[src/rtl/swc_alloc_arbiter.sv]
// Round-robin arbiter sharing one page-allocator port among g_num_ports clients.
// Define SWC_ALLOC_ARB_STATS_EN to build the occupied_o / peak_o page counters.
module swc_alloc_arbiter #(
    parameter int g_num_ports       = 4,
    parameter int g_page_addr_width = 10,
    parameter int g_usecnt_width    = 4
) (
    input  logic                                       clk_i,
    input  logic                                       rst_i,
    input  logic [g_num_ports-1:0]                     rq_req_i,
    input  logic [2*g_num_ports-1:0]                   rq_op_i,
    input  logic [g_num_ports*g_page_addr_width-1:0]   rq_pg_addr_i,
    input  logic [g_num_ports*g_usecnt_width-1:0]      rq_usecnt_i,
    output logic [g_num_ports-1:0]                     rq_done_o,
    output logic [g_page_addr_width-1:0]               rq_pg_addr_o,
    output logic                                       rq_last_o,
    output logic                                       mm_alloc_o,
    output logic                                       mm_free_o,
    output logic                                       mm_force_free_o,
    output logic                                       mm_set_usecnt_o,
    output logic [g_page_addr_width-1:0]               mm_pg_addr_o,
    output logic [g_usecnt_width-1:0]                  mm_usecnt_o,
    input  logic                                       mm_done_i,
    input  logic [g_page_addr_width-1:0]               mm_pg_addr_alloc_i,
    input  logic                                       mm_no_mem_i,
    input  logic                                       mm_free_last_usecnt_i,
    output logic [g_page_addr_width:0]                 occupied_o,
    output logic [g_page_addr_width:0]                 peak_o,
    output logic [1:0]                                 state_o
);
    // Handshake: the granted client holds rq_req_i until its one-cycle rq_done_o pulse;
    // towards the allocator one strobe is held with stable data until mm_done_i.
    localparam int PW = (g_num_ports > 1) ? $clog2(g_num_ports) : 1;
    localparam int AW = g_page_addr_width;
    localparam int UW = g_usecnt_width;

    localparam logic [1:0] OP_ALLOC      = 2'b00;
    localparam logic [1:0] OP_FREE       = 2'b01;
    localparam logic [1:0] OP_FORCE_FREE = 2'b10;
    localparam logic [1:0] OP_SET_USECNT = 2'b11;

    typedef enum logic [1:0] {
        S_IDLE = 2'd0,
        S_BUSY = 2'd1,
        S_RESP = 2'd2
    } state_t;

    state_t            state;
    state_t            state_next;
    logic [PW-1:0]     rr_ptr;
    logic [PW-1:0]     grant;
    logic [PW-1:0]     pick;
    logic              pick_valid;
    int                idx;
    logic [g_num_ports-1:0] eligible;
    logic [1:0]        op_q;
    logic [AW-1:0]     pg_addr_q;
    logic [UW-1:0]     usecnt_q;
    logic [AW-1:0]     alloc_pg_q;
    logic              last_q;

    // ALLOCs are held back while the allocator is out of pages; other ops still go.
    always_comb begin
        for (int i = 0; i < g_num_ports; i++) begin
            eligible[i] = rq_req_i[i] && !((rq_op_i[2*i +: 2] == OP_ALLOC) && mm_no_mem_i);
        end
    end

    always_comb begin
        pick       = rr_ptr;
        pick_valid = 1'b0;
        idx        = 0;
        for (int j = 0; j < g_num_ports; j++) begin
            idx = int'(rr_ptr) + j;
            if (idx >= g_num_ports) idx = idx - g_num_ports;
            if (!pick_valid && eligible[idx]) begin
                pick       = PW'(idx);
                pick_valid = 1'b1;
            end
        end
    end

    always_ff @(posedge clk_i) begin
        if (rst_i) state <= S_IDLE;
        else       state <= state_next;
    end

    always_comb begin
        state_next = state;
        case (state)
            S_IDLE:  if (pick_valid) state_next = S_BUSY;
            S_BUSY:  if (mm_done_i)  state_next = S_RESP;
            S_RESP:  state_next = S_IDLE;
            default: state_next = S_IDLE;
        endcase
    end

    always_ff @(posedge clk_i) begin
        if (rst_i) begin
            rr_ptr     <= '0;
            grant      <= '0;
            op_q       <= '0;
            pg_addr_q  <= '0;
            usecnt_q   <= '0;
            alloc_pg_q <= '0;
            last_q     <= 1'b0;
        end else begin
            if (state == S_IDLE && pick_valid) begin
                grant     <= pick;
                op_q      <= rq_op_i[2*int'(pick) +: 2];
                pg_addr_q <= rq_pg_addr_i[AW*int'(pick) +: AW];
                usecnt_q  <= rq_usecnt_i[UW*int'(pick) +: UW];
            end
            if (state == S_BUSY && mm_done_i) begin
                alloc_pg_q <= mm_pg_addr_alloc_i;
                last_q     <= mm_free_last_usecnt_i;
            end
            if (state == S_RESP) begin
                rr_ptr <= (grant == PW'(g_num_ports - 1)) ? '0 : grant + 1'b1;
            end
        end
    end

    always_comb begin
        mm_alloc_o      = 1'b0;
        mm_free_o       = 1'b0;
        mm_force_free_o = 1'b0;
        mm_set_usecnt_o = 1'b0;
        rq_done_o       = '0;
        rq_pg_addr_o    = '0;
        rq_last_o       = 1'b0;
        if (state == S_BUSY) begin
            case (op_q)
                OP_ALLOC:      mm_alloc_o      = 1'b1;
                OP_FREE:       mm_free_o       = 1'b1;
                OP_FORCE_FREE: mm_force_free_o = 1'b1;
                default:       mm_set_usecnt_o = 1'b1;
            endcase
        end
        if (state == S_RESP) begin
            rq_done_o[grant] = 1'b1;
            if (op_q == OP_ALLOC) rq_pg_addr_o = alloc_pg_q;
            if (op_q == OP_FREE)  rq_last_o    = last_q;
        end
    end

    assign mm_pg_addr_o = pg_addr_q;
    assign mm_usecnt_o  = usecnt_q;
    assign state_o      = state;

`ifdef SWC_ALLOC_ARB_STATS_EN
    localparam logic [AW:0] OCC_MAX = {1'b1, {AW{1'b0}}};
    logic [AW:0] occ_q;
    logic [AW:0] peak_q;
    logic [AW:0] occ_next;
    logic        occ_inc;
    logic        occ_dec;

    // Counts move only when an operation actually completes at the allocator.
    always_comb begin
        occ_inc  = 1'b0;
        occ_dec  = 1'b0;
        occ_next = occ_q;
        if (state == S_BUSY && mm_done_i) begin
            occ_inc = (op_q == OP_ALLOC);
            occ_dec = (op_q == OP_FORCE_FREE) || (op_q == OP_FREE && mm_free_last_usecnt_i);
        end
        if (occ_inc && occ_q != OCC_MAX)   occ_next = occ_q + 1'b1;
        else if (occ_dec && occ_q != '0)   occ_next = occ_q - 1'b1;
    end

    always_ff @(posedge clk_i) begin
        if (rst_i) begin
            occ_q  <= '0;
            peak_q <= '0;
        end else begin
            occ_q <= occ_next;
            if (occ_next > peak_q) peak_q <= occ_next;
        end
    end

    assign occupied_o = occ_q;
    assign peak_o     = peak_q;
`else
    assign occupied_o = '0;
    assign peak_o     = '0;
`endif

endmodule

[config.mk]
export PLATFORM = sky130hd
export DESIGN_NAME = swc_alloc_arbiter
export DESIGN_NICKNAME = d
export VERILOG_FILES = /design/src/rtl/swc_alloc_arbiter.sv
export SDC_FILE = /design/constraint.sdc
export NUM_CORES = 1
export LEC_CHECK = 0
export CAP_MARGIN = 10
export CORE_UTILIZATION = 37
export CTS_BUF_LIST = sky130_fd_sc_hd__clkbuf_8
export CTS_CLUSTER_DIAMETER = 40
export DETAILED_ROUTE_END_ITERATION = 16
export PLACE_DENSITY = 0.78
export REMOVE_ABC_BUFFERS = 1
export SETUP_SLACK_MARGIN = 0.1
export SLEW_MARGIN = 20
export SYNTH_ARGS = -nofsm -noshare
export SYNTH_HDL_FRONTEND = slang
export SYNTH_SLANG_ARGS = --single-unit
[constraint.sdc]
create_clock -name clk_i -period 6.45 [get_ports clk_i]
set_input_delay 1.29 -clock clk_i [delete_from_list [all_inputs] [get_ports clk_i]]
set_output_delay 1.29 -clock clk_i [all_outputs]
set_load 0.01 [all_outputs]
Word-level counts from Yosys, hierarchy flattened
Index checks and enable logic that the tools add are counted.
- register bits: 33
- input bits: 83
- output and inout port bits: 57
- logic and storage cells: 109
- add/sub/neg operators: 8
- $mul: 1
- magnitude comparators: 10
- equal/unequal tests: 7
- shifts and indexed selects: 3
- multiplexer cells: 43
- reductions and logical operators: 29
- operator list (operator ; number):
    $lt A32 B4 Y1 const B ; 4
    $mux W32 ; 4
    $shiftx A40 B7 Y10 ; 1
    $mux W1 ; 23
    $mux W10 ; 2
    $shiftx A16 B5 Y4 ; 1
    $logic_and A1 B1 Y1 ; 14
    $mux W2 ; 7
    $logic_not A2 Y1 ; 6
    $sub A3 B3 Y4 const B ; 3
    $ge A3 B3 Y1 const B ; 3
    $bmux W1 S2 ; 4
    $shiftx A8 B4 Y2 ; 1
    $logic_not A1 Y1 ; 7
    $add A2 B2 Y3 const B ; 2
    $eq A2 B2 Y1 const B ; 3
    $mul A3 B2 Y5 const A ; 1
    $eq A2 B1 Y1 const B ; 2
    $mux W4 ; 1
    $ne A2 B2 Y1 const B ; 2
    $pmux W2 S2 ; 1
    $sub A2 B3 Y4 const B ; 1
    $add A2 B1 Y3 const B ; 1
    $ge A2 B3 Y1 const B ; 1
    6 further kinds ; 6

Longest topological paths before layout
Gate-level depths: netlist of run 1.
- depth after elaboration: 19
- mapped depth: 8
- depth with buffers taken out: 6

Worst setup path after synthesis of run 1
Ideal clock, no wire load.
- path kind: input port to flip-flop
- start: input rq_op_i[3]
- end: register pg_addr_q[3], in the netlist mm_pg_addr_o[3]
- library setup time: 0.129 ns
- arrival: 2.898 ns
- data required time: 6.321 ns
- slack: 3.423 ns
- cell stages on the path: 7
- buffers on the path: 1
- cell sequence: or3b_4 > a2111oi_2 > a221oi_4 > nand2_4 > clkbuf_4 > mux2i_1 > o32ai_2
- cells in the longest elaborated chain, start to end: 19
- elaborated cells between the ends (all ways): 33
- those cells by class: mul (1); shift (1); mux (20); reduce/logical (11)
- ends and longest elaborated chain (element ; RTL line ; RTL):
    start: declaration ; 11 ; input logic [2*g_num_ports-1:0] rq_op_i,
    $logic_not A2 Y1 (*) ; 65 ; eligible[i] = rq_req_i[i] && !((rq_op_i[2*i +: 2] == OP_ALLOC) && mm_no_mem_i);
    $logic_and A1 B1 Y1 (*) ; 65 ;
    $logic_not A1 Y1 (*) ; 65 ;
    $logic_and A1 B1 Y1 (*) ; 65 ;
    $bmux W1 S2 ; 76 ; if (!pick_valid && eligible[idx]) begin
    $mux W1 (not written as such) (2 in series) ; 76 ;
    $mux W1 ; 76 ;
    $logic_not A1 Y1 ; 76 ;
    [... 2 more ...] ; n/a ;
    $logic_not A1 Y1 ; 76 ;
    $logic_and A1 B1 Y1 ; 76 ;
    $mux W1 ; 76 ;
    $logic_not A1 Y1 ; 76 ;
    $logic_and A1 B1 Y1 ; 76 ;
    $mux W2 ; 76 ;
    $mul A3 B2 Y5 ; 111 ; pg_addr_q <= rq_pg_addr_i[AW*int'(pick) +: AW];
    $shiftx A40 B7 Y10 ; 111 ;
    end signal: assignment ; 111 ;
    end: declaration ; 57 ; logic [AW-1:0] pg_addr_q;
Every way passes the cells marked *; elsewhere a longest branch is shown, timed or not. The select of a mux whose other input is x is not followed.
A chain may end at the register's enable or synchronous reset.

Worst setup path in the final report of run 1
- start: input mm_no_mem_i
- end: register pg_addr_q[3], in the netlist mm_pg_addr_o[3]
- cells in the longest elaborated chain, start to end: 18
- elaborated cells between the ends (all ways): 41
- those cells by class: mul (1); shift (1); mux (20); reduce/logical (19)
- ends and longest elaborated chain (element ; RTL line ; RTL):
    start: declaration ; 25 ; input logic mm_no_mem_i,
    $logic_and A1 B1 Y1 ; 65 ;
    $logic_not A1 Y1 ; 65 ;
    $logic_and A1 B1 Y1 ; 65 ;
    $bmux W1 S2 ; 76 ;
    $mux W1 (not written as such) (2 in series) ; 76 ;
    $mux W1 ; 76 ;
    $logic_not A1 Y1 ; 76 ;
    $logic_and A1 B1 Y1 ; 76 ;
    $mux W1 ; 76 ;
    $logic_not A1 Y1 ; 76 ;
    $logic_and A1 B1 Y1 ; 76 ;
    $mux W1 ; 76 ;
    $logic_not A1 Y1 ; 76 ;
    $logic_and A1 B1 Y1 ; 76 ;
    $mux W2 ; 76 ;
    $mul A3 B2 Y5 ; 111 ;
    $shiftx A40 B7 Y10 ; 111 ;
Parallel ways exist; a longest one is shown, timed or not. The select of a mux whose other input is x is not followed.

==> results of run 1 <==
[metal layers]
| layer | GRT usage (%) | up-vias | part of all wire [%] |
|---|---|---|---|
| met5 | 0 | - | 0 |
| met4 | 3.76 | 0 | 1.0 |
| met3 | 6.36 | 8 | 8.6 |
| met2 | 35.0 | 117 | 47 |
| met1 | 24.5 | 1090 | 43 |
| li1 | - | 1144 | - |
[stage by stage]
step | setup slack [ns] | area (µm²) | power [µW] | std cells | hold slack (ns)
floorplan | 3.21 | 2250 | 368 | 248 | 0.426
finish | 2.43 | 3610 | 623 | 452 | 0.451
global placement | 2.31 | 3530 | 474 | 444 | 0.438
CTS | 2.45 | 3610 | 629 | 452 | 0.454
global route | 2.17 | 3610 | 660 | 452 | 0.472
detailed placement | 2.16 | 3530 | 481 | 444 | 0.445
[power breakdown]
group | switching, µW | leakage (µW) | total (µW) | internal (µW)
clock | 74.0 | 0.0000491 | 147 | 73.2
combinational | 106 | 0.00111 | 232 | 127
sequential | 20.5 | 0.000271 | 244 | 223
[flip-flops by register name (all words and copies together), names as in the netlist]
signal / count
alloc_pg_q: 10
grant: 2
last_q: 1
mm_pg_addr_o: 10
mm_usecnt_o: 4
op_q: 2
rr_ptr: 2
state_o: 2
[layout make-up]
| type | instances | area [µm²] |
|---|---|---|
| well taps | 77 | 96.3 |
| multi-input cells | 210 | 1570 |
| flip-flops and latches | 33 | 661 |
| repair buffers | 119 | 1190 |
| fillers | 581 | 2740 |
| inverters | 5 | 18.8 |
| clock inverters | 3 | 13.8 |
| clock buffers | 5 | 68.8 |
[critical path: cells and delay by family]
| family | cells | cell delay [ns] |
|---|---|---|
| AOI/OAI and AO/OA | 4 | 1.49 |
| and+or+nand+nor | 2 | 0.82 |
| buffers and inverters | 1 | 0.53 |
[logic make-up after synthesis]
family / count (synthesis) / synth area share (%)
adders and majority gates: 4 / 2.05
muxes: 16 / 6.55
AOI/OAI and AO/OA: 62 / 28.7
buffers and inverters: 42 / 12.1
DFF: 33 / 27.0
other: 1 / 0.153
and+or+nand+nor: 106 / 23.4
[worst max path at each step]
stage | depth (start not counted) | end | start | slack (ns)
floorplan | 6 | mm_usecnt_o[1] | rq_op_i[5] | 3.21
global placement | 7 | mm_usecnt_o[1] | mm_no_mem_i | 2.31
detailed placement | 7 | mm_pg_addr_o[3] | mm_no_mem_i | 2.16
CTS | 7 | mm_pg_addr_o[3] | mm_no_mem_i | 2.45
global route | 7 | mm_pg_addr_o[3] | mm_no_mem_i | 2.17
finish | 7 | mm_pg_addr_o[3] | mm_no_mem_i | 2.43
[Yosys cell counts, drive strengths merged]
master   number
o221ai        1
or3b          4
a211oi        3
a32oi         1
nand2b        3
clkbuf        8
inv           5
a2111oi       1
nor2         23
buf          29
conb          1
mux2i        16
o211ai        1
a21oi        18
nand3         1
nor3          3
a211o         1
and3b         1
and2         16
ha            4
a22oi         2
and3         17
or2           1
o21ai         1
o32ai        16
nand2        31
dfxtp        33
nor2b         2
nor3b         3
and4b         1
a221oi       17
==> results.json, run 1 <==
{
  "worst_pin_slew_ns": 0.887,
  "antenna_cells": 0,
  "numClockSinks": 33,
  "maximum_clock_frequency_mhz": 248,
  "post_cts.resized_instances": 0,
  "final_net_count": 461,
  "cp-start-kind": "input port",
  "post_synth_cell_types": 44,
  "drc": 0,
  "power_density_nw_per_um2": 173,
  "core_area_um2": 6350,
  "critPathSlowestCell": "sky130_fd_sc_hd__a221oi_4",
  "timing_max_transition_violations_final": 0,
  "clockBufferDepth": 2,
  "status": "finished clean",
  "detail_route.iter0.violations": 63,
  "tns_ns": 0,
  "power_leakage_uw": 0.00143,
  "cts-root-buf": "sky130_fd_sc_hd__clkbuf_8",
  "grt_pass1_wl_mm": 11.5,
  "route.detailed.vias_per_inst": 5.22,
  "synth_area_per_cell_um2": 9.26,
  "finalHoldViolCount": 0,
  "layout_min_cycle_time_ns": 4.02,
  "postSynthRegisterBits": 33,
  "hold_path.startpoint": "alloc_pg_q[0]",
  "mostFrequentLayoutCell": "sky130_fd_sc_hd__clkdlybuf4s50_1",
  "setup-violations-final": 0,
  "synth_top_area_cell": "sky130_fd_sc_hd__dfxtp_1",
  "cts_tree": "done",
  "gpl.final_weighted_congestion": 0.834,
  "regToRegEndpoint": "mm_pg_addr_o[3]",
  "cts_hold_buffers": 0,
  "ioPinCount": 140,
  "grt_max_degree": 31,
  "post_cts_buffers": 0,
  "hold-path-endpoint": "alloc_pg_q[0]",
  "synthDominantCellAreaShare_pct": 27.0,
  "dieWidth_um": 83.3,
  "rr_worst_depth": 5,
  "synth.yosys.seq_area_share_pct": 27.0,
  "fin_util_pct": 56.9,
  "worstHoldPathType": "flip-flop to flip-flop",
  "syn-cell-area_um2": 2440,
  "detailedPlacementHpwl_mm": 5.11,
  "die_y_um": 83.3,
  "design.die.area_um2": 6940,
  "portBuffers": 117,
  "vdd_drop_max_mv": 0.112,
  "critical_path_class": "input port to flip-flop",
  "clkLatencyLatePin_ns": 0.27,
  "routed-via-count": 2359,
  "cp-end-kind": "flip-flop",
  "layout.cells.most_common_list": "117 x sky130_fd_sc_hd__clkdlybuf4s50_1, 33 x sky130_fd_sc_hd__dfxtp_1, 30 x sky130_fd_sc_hd__nand2_1",
  "share_of_post_route_cells_with_drive_strength_above_1_pct": 12.8,
  "min_period_over_period_pct": 62.4,
  "final_antenna_violating_net_count": 0,
  "finalClockSkew_ns": 0.00397,
  "tritoncts.num_buffers": 5,
  "critPathArrivalTime_ns": 4.14,
  "ys_warnings": 0,
  "start_util_pct": 38.5,
  "gr-total-overflow": 0,
  "area_delta_synth_final_pct": 47.7,
  "detail_route.wl_per_cell_um": 15.4,
  "grt_antenna_before_repair": 0,
  "grt_pass1_vias": 2357,
  "clock_transition_at_path_regs_ns": 0.07,
  "worst-r2r-setup-slack_ns": 3.88,
  "grt_setup_unrepaired": "no",
  "crit_path_max_incr_delay_ns": 0.70,
  "rr_startpoint": "rr_ptr[0]",
  "synth.top_cells.by_area": "sky130_fd_sc_hd__dfxtp_1 27%, sky130_fd_sc_hd__a221oi_2 9.8%, sky130_fd_sc_hd__buf_4 7.1%",
  "clock_tree.htree_level_count": 2,
  "timing.slew.headroom_pct": 40.9,
  "critPathRequiredTime_ns": 6.57,
  "floorplan.rows": 29,
  "grt_use_total_pct": 20.2,
  "cp_cell_sequence": "clkdlybuf4s50_1 > nor3b_2 > o221ai_1 > a221oi_4 > nand2_4 > a221oi_2 > o32ai_2",
  "detailedRoute.firstPassIterationCount": 4,
  "drv.max_cap_violation_count": 0,
  "routed_wirelength_mm": 6.94,
  "critPathMaxFanout": 30,
  "synthCells": 264,
  "holdPathStages": 2
}
Note: power is estimated with default switching activity, not from simulation.
==> inputs of run 2 (changes only) <==
==> constraint.sdc (replaced) <==
create_clock -name clk_i -period 4.1 [get_ports clk_i]
set_input_delay 0.82 -clock clk_i [delete_from_list [all_inputs] [get_ports clk_i]]
set_output_delay 0.82 -clock clk_i [all_outputs]
set_load 0.01 [all_outputs]
==> run 2 against run 1 <==
Compared with the run above: final area up 1.6%; sequential power is 58% higher; die area unchanged; via count about the same; sequential cell count did not move; worst hold slack better by 0.0019 ns; critical path depth fell by 3; highest routed layer unchanged; power grew 79%; register-to-register slack worse by 1.8 ns.
==> results.json, run 2 (synthesized netlist as in run 1, its figures left out) <==
{
  "grt_pass1_vias": 2339,
  "critPathSlowestCell": "sky130_fd_sc_hd__nor3_1",
  "critical_path_class": "flip-flop to output pin",
  "maximum_clock_frequency_mhz": 319,
  "cp_cell_sequence": "nand2b_1 > nor3_1 > and2_1 > clkdlybuf4s50_1",
  "grt_setup_unrepaired": "no",
  "detailedPlacementHpwl_mm": 4.98,
  "rr_startpoint": "rr_ptr[0]",
  "detail_route.iter0.violations": 110,
  "tns_ns": 0,
  "cts_tree": "done",
  "grt.met3_usage_pct": 5.96,
  "worstHoldPathType": "flip-flop to flip-flop",
  "hold_path.startpoint": "alloc_pg_q[7]",
  "dieWidth_um": 83.3,
  "cts_hold_buffers": 0,
  "final_antenna_violating_net_count": 0,
  "finalClockSkew_ns": 0.00844,
  "cp-start-kind": "flip-flop",
  "setup.worst_path.start": "state_o[1]",
  "multi_input_area_um2": 1570,
  "mostFrequentLayoutCell": "sky130_fd_sc_hd__clkdlybuf4s50_1",
  "numClockSinks": 33,
  "post_cts.resized_instances": 0,
  "clkLatencyLatePin_ns": 0.29,
  "floorplan.rows": 29,
  "critPathArrivalTime_ns": 2.31,
  "rr_worst_depth": 5,
  "worst_pin_slew_ns": 0.868,
  "power_leakage_uw": 0.00145,
  "grt_max_degree": 31,
  "critPathRequiredTime_ns": 3.28,
  "detailedRoute.firstPassIterationCount": 4,
  "min_period_over_period_pct": 76.4,
  "global_route.usage.met2_pct": 31.9,
  "post_cts_buffers": 0,
  "fin_util_pct": 57.8,
  "timing_max_transition_violations_final": 0,
  "power_density_nw_per_um2": 304,
  "clock_tree.htree_level_count": 2,
  "fillers": 566,
  "final_net_count": 462,
  "layout_min_cycle_time_ns": 3.13,
  "core_area_um2": 6350,
  "tritoncts.num_buffers": 5,
  "area_delta_synth_final_pct": 50.1,
  "share_of_post_route_cells_with_drive_strength_above_1_pct": 13.3,
  "critPathMaxFanout": 10,
  "route.detailed.vias_per_inst": 5.21,
  "routed_wirelength_mm": 6.80,
  "portBuffers": 117,
  "cts-root-buf": "sky130_fd_sc_hd__clkbuf_8",
  "ioPinCount": 140,
  "drc": 0,
  "gr-total-overflow": 0,
  "grt_antenna_before_repair": 0,
  "setup-violations-final": 0,
  "clockBufferDepth": 2,
  "timing.slew.headroom_pct": 42.1,
  "global_routing_s_busiest_layer": "met2",
  "die_y_um": 83.3,
  "gpl.final_weighted_congestion": 0.853,
  "layout.cells.most_common_list": "117 x sky130_fd_sc_hd__clkdlybuf4s50_1, 33 x sky130_fd_sc_hd__dfxtp_1, 30 x sky130_fd_sc_hd__nand2_1",
  "status": "finished clean",
  "critPathBufInv": 1,
  "detail_route.wl_per_cell_um": 15.0,
  "drv.max_cap_violation_count": 0,
  "design.die.area_um2": 6940,
  "crit_path_max_incr_delay_ns": 0.64,
  "worst_path_dominant_cell_family": "simple AND/OR/NAND/NOR gates",
  "holdPathStages": 2,
  "routed-via-count": 2360,
  "start_util_pct": 38.5,
  "seqCellArea_um2": 661,
  "grt_use_total_pct": 19.9,
  "clock_transition_at_path_regs_ns": 0.08,
  "gr_util_met1_pct": 25.8,
  "cp-end-kind": "output pin",
  "finalHoldViolCount": 0,
  "vdd_drop_max_mv": 0.174,
  "logic_depth_of_the_worst_path_buffers_included": 4,
  "grt_pass1_wl_mm": 11.4,
  "antenna_cells": 0
}
-- run 2: changes by cell type in the layout (fill, tap and decap cells not counted) --
cell | previous run | this run
sky130_fd_sc_hd__bufinv_16 | 0 | 2
sky130_fd_sc_hd__buf_4 | 2 | 3
sky130_fd_sc_hd__clkinv_2 | 2 | 1
sky130_fd_sc_hd__inv_1 | 6 | 5
-- run 2: final cells by class --
cell class              count  area share, %
well taps                  77           2.63
flip-flops and latches     33           18.0
repair buffers            120           32.5
clock buffers               5           1.88
inverters                   5          0.511
multi-input cells         210           42.7
clock inverters             3           1.77
-- run 2: worst min-delay path, delay by kind of cell, from the launching register on --
family | cells | cell delay (ns)
simple gates | 1 | 0.05
flops | 1 | 0.31
compound gates | 1 | 0.05
-- run 2: through the flow --
stage / instances / total power, µW / setup slack (ns) / instance area, µm² / hold slack (ns)
3_5_place_dp: 445 / 756 / 0.704 / 3540 / 0.442
6_report: 453 / 1120 / 0.967 / 3670 / 0.453
3_3_place_gp: 445 / 749 / 0.725 / 3540 / 0.437
5_1_grt: 453 / 1180 / 0.787 / 3670 / 0.464
4_1_cts: 453 / 1120 / 0.951 / 3670 / 0.453
2_1_floorplan: 248 / 579 / 1.33 / 2250 / 0.426
-- run 2: power breakdown --
part,switching [µW],internal [µW]
combinational,164,200
sequential,33.3,351
clock,126,242
-- run 2: layer usage --
layer	up-vias	wire (µm)
met5	-	0
met4	0	120
met3	15	580
met2	117	3070
met1	1072	3030
li1	1156	-
-- run 2: final timing paths --
kind	endpoint	slack, ns
worst max-delay path	rq_pg_addr_o[1]	0.97
worst min-delay path	alloc_pg_q[7]	0.45
worst max register to register	mm_pg_addr_o[5]	2.05
worst min register to register	alloc_pg_q[7]	0.45
